`config.mk`:
```
export PLATFORM = sky130hd
export DESIGN_NAME = addsub_arbiter
export DESIGN_NICKNAME = d
export VERILOG_FILES = /design/src/rtl/addsub_arbiter.sv
export SDC_FILE = /design/constraint.sdc
export NUM_CORES = 1
export LEC_CHECK = 0
export BUFFER_PORTS_ARGS = -buffer_cell sky130_fd_sc_hd__buf_2
export CORE_MARGIN = 2
export CORE_UTILIZATION = 50
export DETAILED_ROUTE_END_ITERATION = 8
export MAX_ROUTING_LAYER = met4
export PLACE_DENSITY_LB_ADDON = 0.08
export SETUP_SLACK_MARGIN = 0.15
export SYNTH_ARGS = -nofsm -noshare
export SYNTH_HDL_FRONTEND = slang
export SYNTH_SLANG_ARGS = --single-unit
export TNS_END_PERCENT = 100
```
`constraint.sdc`:
```
create_clock -name clk -period 1.95 [get_ports clk]
set_clock_uncertainty 0.15 [all_clocks]
set_input_delay 0.195 -clock clk [delete_from_list [all_inputs] [get_ports clk]]
set_output_delay 0.195 -clock clk [all_outputs]
set_load 0.05 [all_outputs]
```
`src/rtl/addsub_arbiter.sv`:
```
// Round-robin front end that shares one add/sub datapath among N_REQ requesters,
// sequencing the datapath handshake and aborting transactions the datapath never answers.
module addsub_arbiter #(
    parameter int N_REQ   = 4,
    parameter int WIDTH   = 4,
    parameter int TIMEOUT = 8
) (
    input  logic                       clk,
    input  logic                       reset,
    input  logic [N_REQ-1:0]           req_valid,
    input  logic [N_REQ-1:0]           req_op,
    input  logic [N_REQ*WIDTH-1:0]     req_a,
    input  logic [N_REQ*WIDTH-1:0]     req_b,
    output logic [N_REQ-1:0]           req_ready,
    output logic                       rsp_valid,
    output logic [$clog2(N_REQ)-1:0]   rsp_id,
    output logic [WIDTH-1:0]           rsp_res,
    output logic                       rsp_err,
    output logic                       busy,
    output logic [7:0]                 timeout_cnt,
    output logic                       dp_ready,
    output logic                       dp_add_sub,
    output logic [WIDTH-1:0]           dp_a,
    output logic [WIDTH-1:0]           dp_b,
    input  logic [WIDTH-1:0]           dp_res,
    input  logic                       dp_valid
);

    localparam int ID_W = $clog2(N_REQ);
    localparam int TM_W = $clog2(TIMEOUT);

    typedef enum logic [1:0] {IDLE, ISSUE, WAIT, RESP} state_t;

    state_t            state_q, state_d;
    logic [ID_W-1:0]   ptr_q, ptr_d;
    logic [ID_W-1:0]   id_q, id_d;
    logic [ID_W-1:0]   rsp_id_q, rsp_id_d;
    logic              op_q, op_d;
    logic [WIDTH-1:0]  a_q, a_d;
    logic [WIDTH-1:0]  b_q, b_d;
    logic [WIDTH-1:0]  res_q, res_d;
    logic              err_q, err_d;
    logic [TM_W-1:0]   timer_q, timer_d;
    logic [7:0]        tcnt_q, tcnt_d;
    logic              rst_hold_q;

    logic              gnt_found;
    logic [ID_W-1:0]   gnt_idx;
    logic [ID_W-1:0]   scan_idx;
    logic              accept;
    logic [N_REQ-1:0]  grant_vec;

    // First requester above the pointer wins; the pointer itself has lowest priority.
    always_comb begin
        gnt_found = 1'b0;
        gnt_idx   = ptr_q;
        scan_idx  = ptr_q;
        for (int k = 1; k <= N_REQ; k++) begin
            scan_idx = ID_W'((int'(ptr_q) + k) % N_REQ);
            if (!gnt_found && req_valid[scan_idx]) begin
                gnt_found = 1'b1;
                gnt_idx   = scan_idx;
            end
        end
    end

    // No grant in the reset cycle nor the one right after it.
    assign accept = (state_q == IDLE) && gnt_found && !rst_hold_q && !reset;

    always_comb begin
        grant_vec = '0;
        if (accept) begin
            grant_vec[gnt_idx] = 1'b1;
        end
    end

    always_comb begin
        state_d  = state_q;
        ptr_d    = ptr_q;
        id_d     = id_q;
        rsp_id_d = rsp_id_q;
        op_d     = op_q;
        a_d      = a_q;
        b_d      = b_q;
        res_d    = res_q;
        err_d    = err_q;
        timer_d  = timer_q;
        tcnt_d   = tcnt_q;
        case (state_q)
            IDLE: begin
                if (accept) begin
                    state_d = ISSUE;
                    ptr_d   = gnt_idx;
                    id_d    = gnt_idx;
                    op_d    = req_op[gnt_idx];
                    a_d     = req_a[int'(gnt_idx)*WIDTH +: WIDTH];
                    b_d     = req_b[int'(gnt_idx)*WIDTH +: WIDTH];
                end
            end
            ISSUE: begin
                state_d = WAIT;
                timer_d = '0;
            end
            WAIT: begin
                if (dp_valid) begin
                    res_d    = dp_res;
                    err_d    = 1'b0;
                    rsp_id_d = id_q;
                    state_d  = RESP;
                end else if (timer_q == TM_W'(TIMEOUT - 1)) begin
                    res_d    = '0;
                    err_d    = 1'b1;
                    rsp_id_d = id_q;
                    if (tcnt_q != 8'hFF) begin
                        tcnt_d = tcnt_q + 8'd1;
                    end
                    state_d  = RESP;
                end else begin
                    timer_d = timer_q + 1'b1;
                end
            end
            RESP:    state_d = IDLE;
            default: state_d = IDLE;
        endcase
    end

    always_ff @(posedge clk) begin
        if (reset) begin
            state_q    <= IDLE;
            ptr_q      <= ID_W'(N_REQ - 1);
            id_q       <= '0;
            rsp_id_q   <= '0;
            op_q       <= 1'b0;
            a_q        <= '0;
            b_q        <= '0;
            res_q      <= '0;
            err_q      <= 1'b0;
            timer_q    <= '0;
            tcnt_q     <= '0;
            rst_hold_q <= 1'b1;
        end else begin
            state_q    <= state_d;
            ptr_q      <= ptr_d;
            id_q       <= id_d;
            rsp_id_q   <= rsp_id_d;
            op_q       <= op_d;
            a_q        <= a_d;
            b_q        <= b_d;
            res_q      <= res_d;
            err_q      <= err_d;
            timer_q    <= timer_d;
            tcnt_q     <= tcnt_d;
            rst_hold_q <= 1'b0;
        end
    end

    // Every output reads zero while reset is asserted, even mid-transaction.
    assign req_ready   = grant_vec;
    assign busy        = !reset && (state_q != IDLE);
    assign dp_ready    = !reset && (state_q == ISSUE);
    assign rsp_valid   = !reset && (state_q == RESP);
    assign rsp_id      = reset ? '0 : rsp_id_q;
    assign rsp_res     = reset ? '0 : res_q;
    assign rsp_err     = !reset && err_q;
    assign timeout_cnt = reset ? 8'd0 : tcnt_q;
    assign dp_add_sub  = !reset && op_q;
    assign dp_a        = reset ? '0 : a_q;
    assign dp_b        = reset ? '0 : b_q;

endmodule

```
======== Word-level counts from Yosys, hierarchy flattened ========
Cells that the tools add are included.
word-level totals
  flip-flop bits (word level) ............. 34
  input bits .............................. 47
cells by class
  mux-type cells .......................... 40
  reductions and logical operators ........ 26
  bitwise gates (word level) .............. 1
  $add $sub $neg .......................... 6
  magnitude comparators ................... 6
  equality and inequality tests ........... 9
  shifts and indexed selects .............. 2
operators by type and width
  operator                                            number
  variable part select 16 x 5 -> 4 bit                2
  two-way mux 4 bit                                   6
  two-way mux 2 bit                                   10
  < comparator 2 x 3 -> 1 bit, second input constant  5
  two-way mux 1 bit                                   13
  logical AND 1 bit                                   12
  binary-select mux 1 bit (select 2 bit)              5
  adder 8 x 1 -> 8 bit, second input constant         1
  two-way mux 8 bit                                   1
  inequality test 8 bit, second input constant        1
  one-hot mux 2 bit (4 select lines)                  1
  two-way mux 3 bit                                   2
  inequality test 2 bit, second input constant        3
  one-hot mux 3 bit (2 select lines)                  1
  AND reduction 2 bit                                 3
  nonzero test 2 bit                                  3
  logical NOT 1 bit                                   5
  adder 2 x 1 -> 2 bit, second input constant         2
  adder 2 bit, second input constant                  2
  == test 2 bit, second input constant                2
  AND reduction 4 bit                                 1
  adder 3 x 1 -> 3 bit, second input constant         1
  == test 3 bit, second input constant                1
  inequality test 3 bit, second input constant        1
  6 further kinds                                     6

======== Depth between registers and ports, before layout ========
Gate-level depths: netlist (run 1).
  word-level depth ........................ 18
  depth in mapped cells ................... 8
  depth with buffers taken out ............ 7

======== Worst setup path before layout (run 1) ========
Ideal clock, no wire load.
  path type ............................... register to output
  from .................................... register state_q[0]
  to ...................................... output port req_ready[0]
  arrival time ............................ 1991 ps
  required time ........................... 1605 ps
  stages on the path, launching flop included .. 9
  path slack .............................. -386 ps
  path through ............................ dfxtp_1 inv_1 ha_1 nor2b_1 and2_4 nand2b_2 or2_4 buf_6 nor2_1
between the ends
  longest elaborated chain between the ends .. 5
RTL lines
  what                            RTL line  text
  start: declaration              34        state_t state_q, state_d;
  start signal: assignment        142       state_q <= state_d;
  logical NOT 2 bit               68        assign accept = (state_q == IDLE) && gnt_found && !rst_hold_q && !reset;
  logical AND 1 bit (3 in a row)  68
  two-way mux 4 bit               72        if (accept) begin
  end: declaration                14        output logic [N_REQ-1:0] req_ready,
No other way between the ends.

======== Worst setup path in the final report (run 1) ========
  from .................................... register ptr_q[0]
  to ...................................... output port req_ready[2]
between the ends
  longest elaborated chain between the ends .. 18
RTL lines
  what                                                                                                                    RTL line  text
  start: declaration                                                                                                      35        logic [ID_W-1:0] ptr_q, ptr_d;
  start signal: assignment                                                                                                130       ptr_q <= ID_W'(N_REQ - 1);
  start signal: assignment                                                                                                143       ptr_q <= ptr_d;
  adder 2 x 1 -> 2 bit                                                                                                    59        scan_idx = ID_W'((int'(ptr_q) + k) % N_REQ);
  binary-select mux 1 bit (select 2 bit)                                                                                  60        if (!gnt_found && req_valid[scan_idx]) begin
  two-way mux 1 bit (implied by the code)                                                                                 60
  two-way mux 1 bit                                                                                                       60
  logical NOT 1 bit                                                                                                       60
  logical AND 1 bit                                                                                                       60
  two-way mux 1 bit                                                                                                       60
  logical NOT 1 bit                                                                                                       60
  [... 2 more ...]                                                                                                        -
  logical NOT 1 bit                                                                                                       60
  logical AND 1 bit                                                                                                       60
  two-way mux 2 bit                                                                                                       60
  < comparator 2 x 3 -> 1 bit (implied by the code) / greater-or-equal comparator 2 x 1 -> 1 bit (equally long branches)  73        grant_vec[gnt_idx] = 1'b1;
  logical AND 1 bit (implied by the code)                                                                                 73
  two-way mux 1 bit (implied by the code)                                                                                 73
  demux 1 bit (select 2 bit)                                                                                              73
  two-way mux 4 bit (*)                                                                                                   72
Every way passes the cells marked *; elsewhere a longest branch is shown, timed or not. The select of a mux whose other input is x is not followed.

==> impl_metrics.json, run 1 <==
{
  "status": "finished, violations left",
  "violations": "setup timing",
  "syn_inst": 247,
  "grt_pass1_wl_um": 8680,
  "p_per_area_nw_per_um2": 952.6,
  "synthSimpleGateAreaFrac_pct": 29.86,
  "stdcell_count": 398,
  "cts-buffers-inserted": 5,
  "placed_area_um2": 2713,
  "r2r_cells": 9,
  "synth_xor_xnor_area_share_pct": 2.014,
  "synthAdderAreaFrac_pct": 4.603,
  "core_area_um2": 4086,
  "dp.cells": 377,
  "crit_required_ps": 1600,
  "drt_iter0_markers": 105,
  "finalMaxSlewViolations": 0,
  "tightest_slew_ps": 365.2,
  "clkSlewWorstSetupHoldPaths_ps": 60,
  "firstDrtPassIters": 4,
  "ys_seq_area_share_pct": 31.30,
  "gp_congestion": 0.8132,
  "fin_area_um2": 3073,
  "root_buffer": "clkbuf_8",
  "finalPower_mw": 2.927,
  "crit_start": "ptr_q[0]$_SDFFE_PP1P_",
  "synth_area_um2": 2175,
  "synth.area.top_cells": "dfxtp_1 31%, nor2b_1 8.1%, mux2i_1 5.1%, ha_1 4.6%, o211ai_2 4.6%",
  "r2r_end": "a_q[0]$_SDFFE_PP0P_",
  "grt.total_usage_pct": 22.33,
  "dpl.hpwl_um": 3824,
  "cts_tree": "built",
  "grt_max_degree": 32,
  "synth_compound_area_share_pct": 21.46,
  "fin_crit_sh_pct": 105.2,
  "yosysWarnings": 0,
  "start_util_pct": 53.21,
  "slew_headroom_pct": 75.40,
  "area_growth_pct": 41.31,
  "synth_top_area_share_pct": 31.30,
  "synth_top_family_by_area": "simple AND/OR/NAND/NOR gates",
  "drt-total-wl_um": 5270,
  "grt.overflow.total": 0,
  "synth.avg_cell_area_um2": 8.804,
  "leakagePower_nw": 1.406,
  "nFillCells": 318,
  "cp_slowest_cell": "dfxtp_4",
  "cts_sinks": 34,
  "arrival_ps": 1710,
  "hold_violations": 0,
  "synth_edf_count": 0,
  "ys_seq_elements": 34,
  "slowest_delay_ps": 380,
  "drc": 0,
  "die_w_um": 69.95,
  "io_buffers": 77,
  "synth_mux_area_share_pct": 5.063,
  "critPathMaxFanout": 5,
  "hold_path.class": "primary input to flip-flop",
  "die_area_um2": 4893,
  "post-route-min-period_ps": 2051,
  "setup_viol": 4,
  "crit_path_start_kind": "flip-flop",
  "end_kind": "output pin",
  "cts_max_path_buffers": 2,
  "utilization_pct": 75.20,
  "hold_buffers": 0,
  "multi_input_area_um2": 1536,
  "clk_latency_ps": 280,
  "synth_area_leader_cell": "dfxtp_1",
  "crit_chain": "or2b_4, a21oi_4, buf_6, nor4_4, buf_4, and2_4, buf_8",
  "synth_flop_cell": "dfxtp_1",
  "layout_commonest_cell": "buf_2",
  "drive_gt1_share_pct": 47.70,
  "synth_nets": 302,
  "crit_end": "req_ready[2]",
  "num_rows": 23,
  "peakVddDrop_mv": 0.5269,
  "grt_setup_unrepaired": "yes",
  "ant_nets": 0,
  "die_y_um": 69.95,
  "detailroute.via_count": 2090,
  "preCtsSetupSlack_ps": 46.46,
  "whs_ps": 23.37,
  "tns_ps": -364.0,
  "num_antenna_cells": 0,
  "layout_common_cells": "73 x buf_2, 30 x buf_4, 28 x dfxtp_1",
  "path_class": "flip-flop to output pin",
  "wire_per_inst_um": 13.24,
  "worstReg2RegStart": "ptr_q[0]$_SDFFE_PP1P_",
  "io_pins": 78,
  "synth_cell_types": 51,
  "fmax_ghz": 0.4876,
  "setup_ws_ps": -101.0,
  "fin_nets": 404,
  "avgViaCountPerCell": 5.251,
  "register_area_um2": 690.7,
  "maxCapViolCount": 0,
  "regToRegSetupSlack_ps": 60,
  "async_reset_ff_share_pct": 0,
  "grt_pass1_vias": 1919,
  "htreeDepth": 2,
  "grt_antenna_before_repair": 0
}
cells in the mapped netlist, types with 4 or more instances:
master    instances
o31ai_1           9
a21oi_1           8
o211ai_2          8
nand3_1           9
clkbuf_1          7
a21bo_2           8
nand4_1           9
dfxtp_1          34
nor2b_1          28
a32oi_1           4
nor2_1           23
mux2i_1          11
ha_1              8
xnor2_1           4
nand2_1          19
nor3_1            5
critical path, delay by kind of cell, from the launching register on:
| kind | cells | cell delay, ps |
|---|---|---|
| AO/OA/AOI/OAI | 1 | 60 |
| buffers and inverters | 3 | 430 |
| flip-flops | 1 | 380 |
| AND/OR/NAND/NOR | 3 | 550 |
kinds of logic after synthesis:
group,after synthesis
AO/OA/AOI/OAI,55
multiplexers,11
XOR/XNOR,5
buffers and inverters,18
flip-flops,34
AND/OR/NAND/NOR,116
adder cells (fa/ha/maj),8
report_power, final:
part | internal, mW | switching [mW] | leakage [nW] | total (mW)
sequential | 0.818 | 0.0723 | 0.278 | 0.891
combinational | 0.700 | 0.828 | 1.08 | 1.53
clock | 0.272 | 0.236 | 0.0431 | 0.508
timing repair:
item,CTS,global route
gates cloned,0,0
resized for setup,15,23
buffers inserted,10,5
pin swaps,6,4
endpoints found under the setup margin,18,20
hold endpoints to repair,0,0
cell type report:
| class | instances | share of cell area (%) |
|---|---|---|
| Clock buffer | 6 | 2.687 |
| Inverter | 3 | 0.3664 |
| Timing Repair Buffer | 110 | 22.43 |
| Sequential cell | 34 | 22.48 |
| Tap cell | 50 | 2.036 |
| Multi-Input combinational cell | 195 | 50.00 |
sequential cells by signal, indices dropped and copies added, names as in the netlist, 2 cells and up:
signal and cells:
ptr_q 2, res_q 4, state_q 2, id_q 2
b_q 4, timer_q 3, tcnt_q 8, a_q 4
rsp_id_q 2
how the worst min path moves through the flow:
stage                         from                    end  slack [ps]  depth (start not counted)
2_1_floorplan                reset     rst_hold_q$_DFF_P_          70                          0
3_3_place_gp   b_q[1]$_SDFFE_PP0P_    b_q[1]$_SDFFE_PP0P_         300                          2
3_5_place_dp   b_q[1]$_SDFFE_PP0P_    b_q[1]$_SDFFE_PP0P_         310                          2
4_1_cts                  dp_res[1]  res_q[1]$_SDFFE_PP0P_          20                          3
5_1_grt                  dp_res[1]  res_q[1]$_SDFFE_PP0P_          40                          3
6_report                 dp_res[1]  res_q[1]$_SDFFE_PP0P_          20                          3
layer usage:
metal | up-vias | global-route usage, % | routed length (um)
met4 | 0 | 6.410 | 76
met2 | 61 | 35.77 | 2532
li1 | 1080 | - | -
met5 | - | - | 0
met1 | 941 | 28.13 | 2369
met3 | 8 | 5.339 | 292
No activity file was read; power rests on OpenSTA's default activity.
==> run 2, diff against run 1 <==
CELL_PAD_IN_SITES_DETAIL_PLACEMENT = 0   (was unset)
CELL_PAD_IN_SITES_GLOBAL_PLACEMENT = 1   (was unset)
CORE_UTILIZATION = 36   (was 50)
RECOVER_POWER = 50   (was unset)
==> impl_metrics.json, run 2 (same netlist as run 1, synthesis figures left out) <==
{
  "status": "finished, violations left",
  "violations": "setup timing",
  "area_growth_pct": 41.37,
  "grt.overflow.total": 0,
  "root_buffer": "clkbuf_8",
  "hold_start": "dp_res[3]",
  "io_buffers": 77,
  "peakVddDrop_mv": 0.3761,
  "worstReg2RegStart": "state_q[1]$_SDFFE_PP0P_",
  "r2r_end": "a_q[1]$_SDFFE_PP0P_",
  "finalMaxSlewViolations": 0,
  "firstDrtPassIters": 4,
  "drt_iter0_markers": 81,
  "htreeDepth": 2,
  "hold_path.class": "primary input to flip-flop",
  "fmax_ghz": 0.4835,
  "cts_tree": "built",
  "drc": 0,
  "drt-total-wl_um": 5407,
  "start_util_pct": 36.95,
  "clk_latency_ps": 280,
  "num_rows": 28,
  "critPathMaxFanout": 4,
  "detailroute.via_count": 2043,
  "layout_common_cells": "49 x buf_2, 29 x dfxtp_1, 28 x buf_4",
  "p_per_area_nw_per_um2": 1012,
  "core_area_um2": 5886,
  "grt.total_usage_pct": 17.03,
  "cts-buffers-inserted": 5,
  "regToRegSetupSlack_ps": 30,
  "r2r_cells": 10,
  "fin_area_um2": 3074,
  "grt_max_degree": 35,
  "tightest_slew_ps": 626.1,
  "tns_ps": -248.3,
  "cts_sinks": 34,
  "leakagePower_nw": 1.307,
  "grt_pass1_vias": 1925,
  "largest_reg_flops": 8,
  "arrival_ps": 1720,
  "wire_per_inst_um": 12.69,
  "drive_gt1_share_pct": 41.60,
  "fin_crit_sh_pct": 106.1,
  "setup_ws_ps": -118.3,
  "gp_congestion": 0.7629,
  "dpl.hpwl_um": 4116,
  "nFillCells": 613,
  "path_class": "flip-flop to output pin",
  "setup_viol": 4,
  "crit_path_start_kind": "flip-flop",
  "io_pins": 78,
  "num_antenna_cells": 0,
  "avgViaCountPerCell": 4.796,
  "post-route-min-period_ps": 2068,
  "crit_required_ps": 1600,
  "slew_headroom_pct": 58.44,
  "fin_nets": 405,
  "ant_nets": 0,
  "maxCapViolCount": 0,
  "grt_setup_unrepaired": "yes",
  "cts_max_path_buffers": 2,
  "grt_antenna_before_repair": 0,
  "min_to": "res_q[3]$_SDFFE_PP0P_",
  "die_y_um": 81.72,
  "die_w_um": 81.72,
  "utilization_pct": 52.23,
  "die_area_um2": 6678,
  "hold_path_depth": 3,
  "clkSlewWorstSetupHoldPaths_ps": 70,
  "preCtsSetupSlack_ps": 23.61,
  "top_register": "tcnt_q",
  "hold_violations": 0,
  "grt_pass1_wl_um": 8714,
  "placed_area_um2": 2776,
  "end_kind": "output pin",
  "layout_commonest_cell": "buf_2"
}
==> run 2: cell types whose count changed in the layout (fill, tap and decap cells not counted), sizes merged <==
cell | before | now
buf | 110 | 84
clkbuf | 6 | 32
bufinv | 0 | 2
o21ai | 6 | 7
==> run 2: worst max path at each step <==
stage	start	to	slack, ps	cells past startpoint
floorplan	state_q[0]$_SDFFE_PP0P_	req_ready[0]	60	8
global placement	req_valid[3]	req_ready[1]	30	7
detailed placement	req_valid[3]	req_ready[1]	20	7
CTS	state_q[1]$_SDFFE_PP0P_	req_ready[1]	-140	8
global route	state_q[1]$_SDFFE_PP0P_	req_ready[1]	-200	8
finish	state_q[1]$_SDFFE_PP0P_	req_ready[1]	-120	8
==> run 2: per-layer routing <==
metal / routed length (um) / vias to the layer above / GRT usage, %
li1: - / 1090 / -
met1: 2565 / 886 / 22.76
met2: 2476 / 62 / 26.26
met3: 303 / 5 / 3.077
met4: 62 / 0 / 5.000
met5: 0 / - / -
==> run 2: final cells by class <==
cell class	instances	area [um2]	share of cell area, %
flip-flops and latches	34	686.9	22.34
well taps	75	93.84	3.053
multi-input cells	196	1489	48.43
repair buffers	110	650.6	21.16
inverters	3	11.26	0.3663
clock buffers	6	82.58	2.686
clock inverters	2	60.06	1.954
==> run 2: critical path: stages, from the launching register on <==
cell and delay (ps):
dfxtp_2 330, inv_2 70, ha_4 130, nor2b_4 140
and2_4 160, nand2b_4 50, or2_4 280, nor2_4 120
buf_8 150
==> run 2: metrics by stage <==
| stage | cells | power [mW] | hold slack, ps |
|---|---|---|---|
| final | 426 | 3.110 | 33.12 |
| after global routing | 426 | 3.310 | 56.16 |
| after floorplan | 247 | 1.863 | 72.72 |
| after global placement | 408 | 2.214 | 300.4 |
| after CTS | 421 | 3.144 | 21.58 |
| after detailed placement | 408 | 2.214 | 303.3 |
==> run 2: what timing repair did <==
item / in CTS / in global routing
pin swaps: 6 / 6
hold buffers: 0 / 0
resized for setup: 18 / 14
cloned: 0 / 1
setup buffers: 5 / 4
endpoints found under the setup margin: 5 / 25
==> run 2: where the power goes <==
| group | switching, mW | internal [mW] | total (mW) |
|---|---|---|---|
| Sequential | 0.0581 | 0.815 | 0.873 |
| Clock | 0.253 | 0.545 | 0.798 |
| Combinational | 0.792 | 0.648 | 1.44 |
| Total | 1.10 | 2.01 | 3.11 |
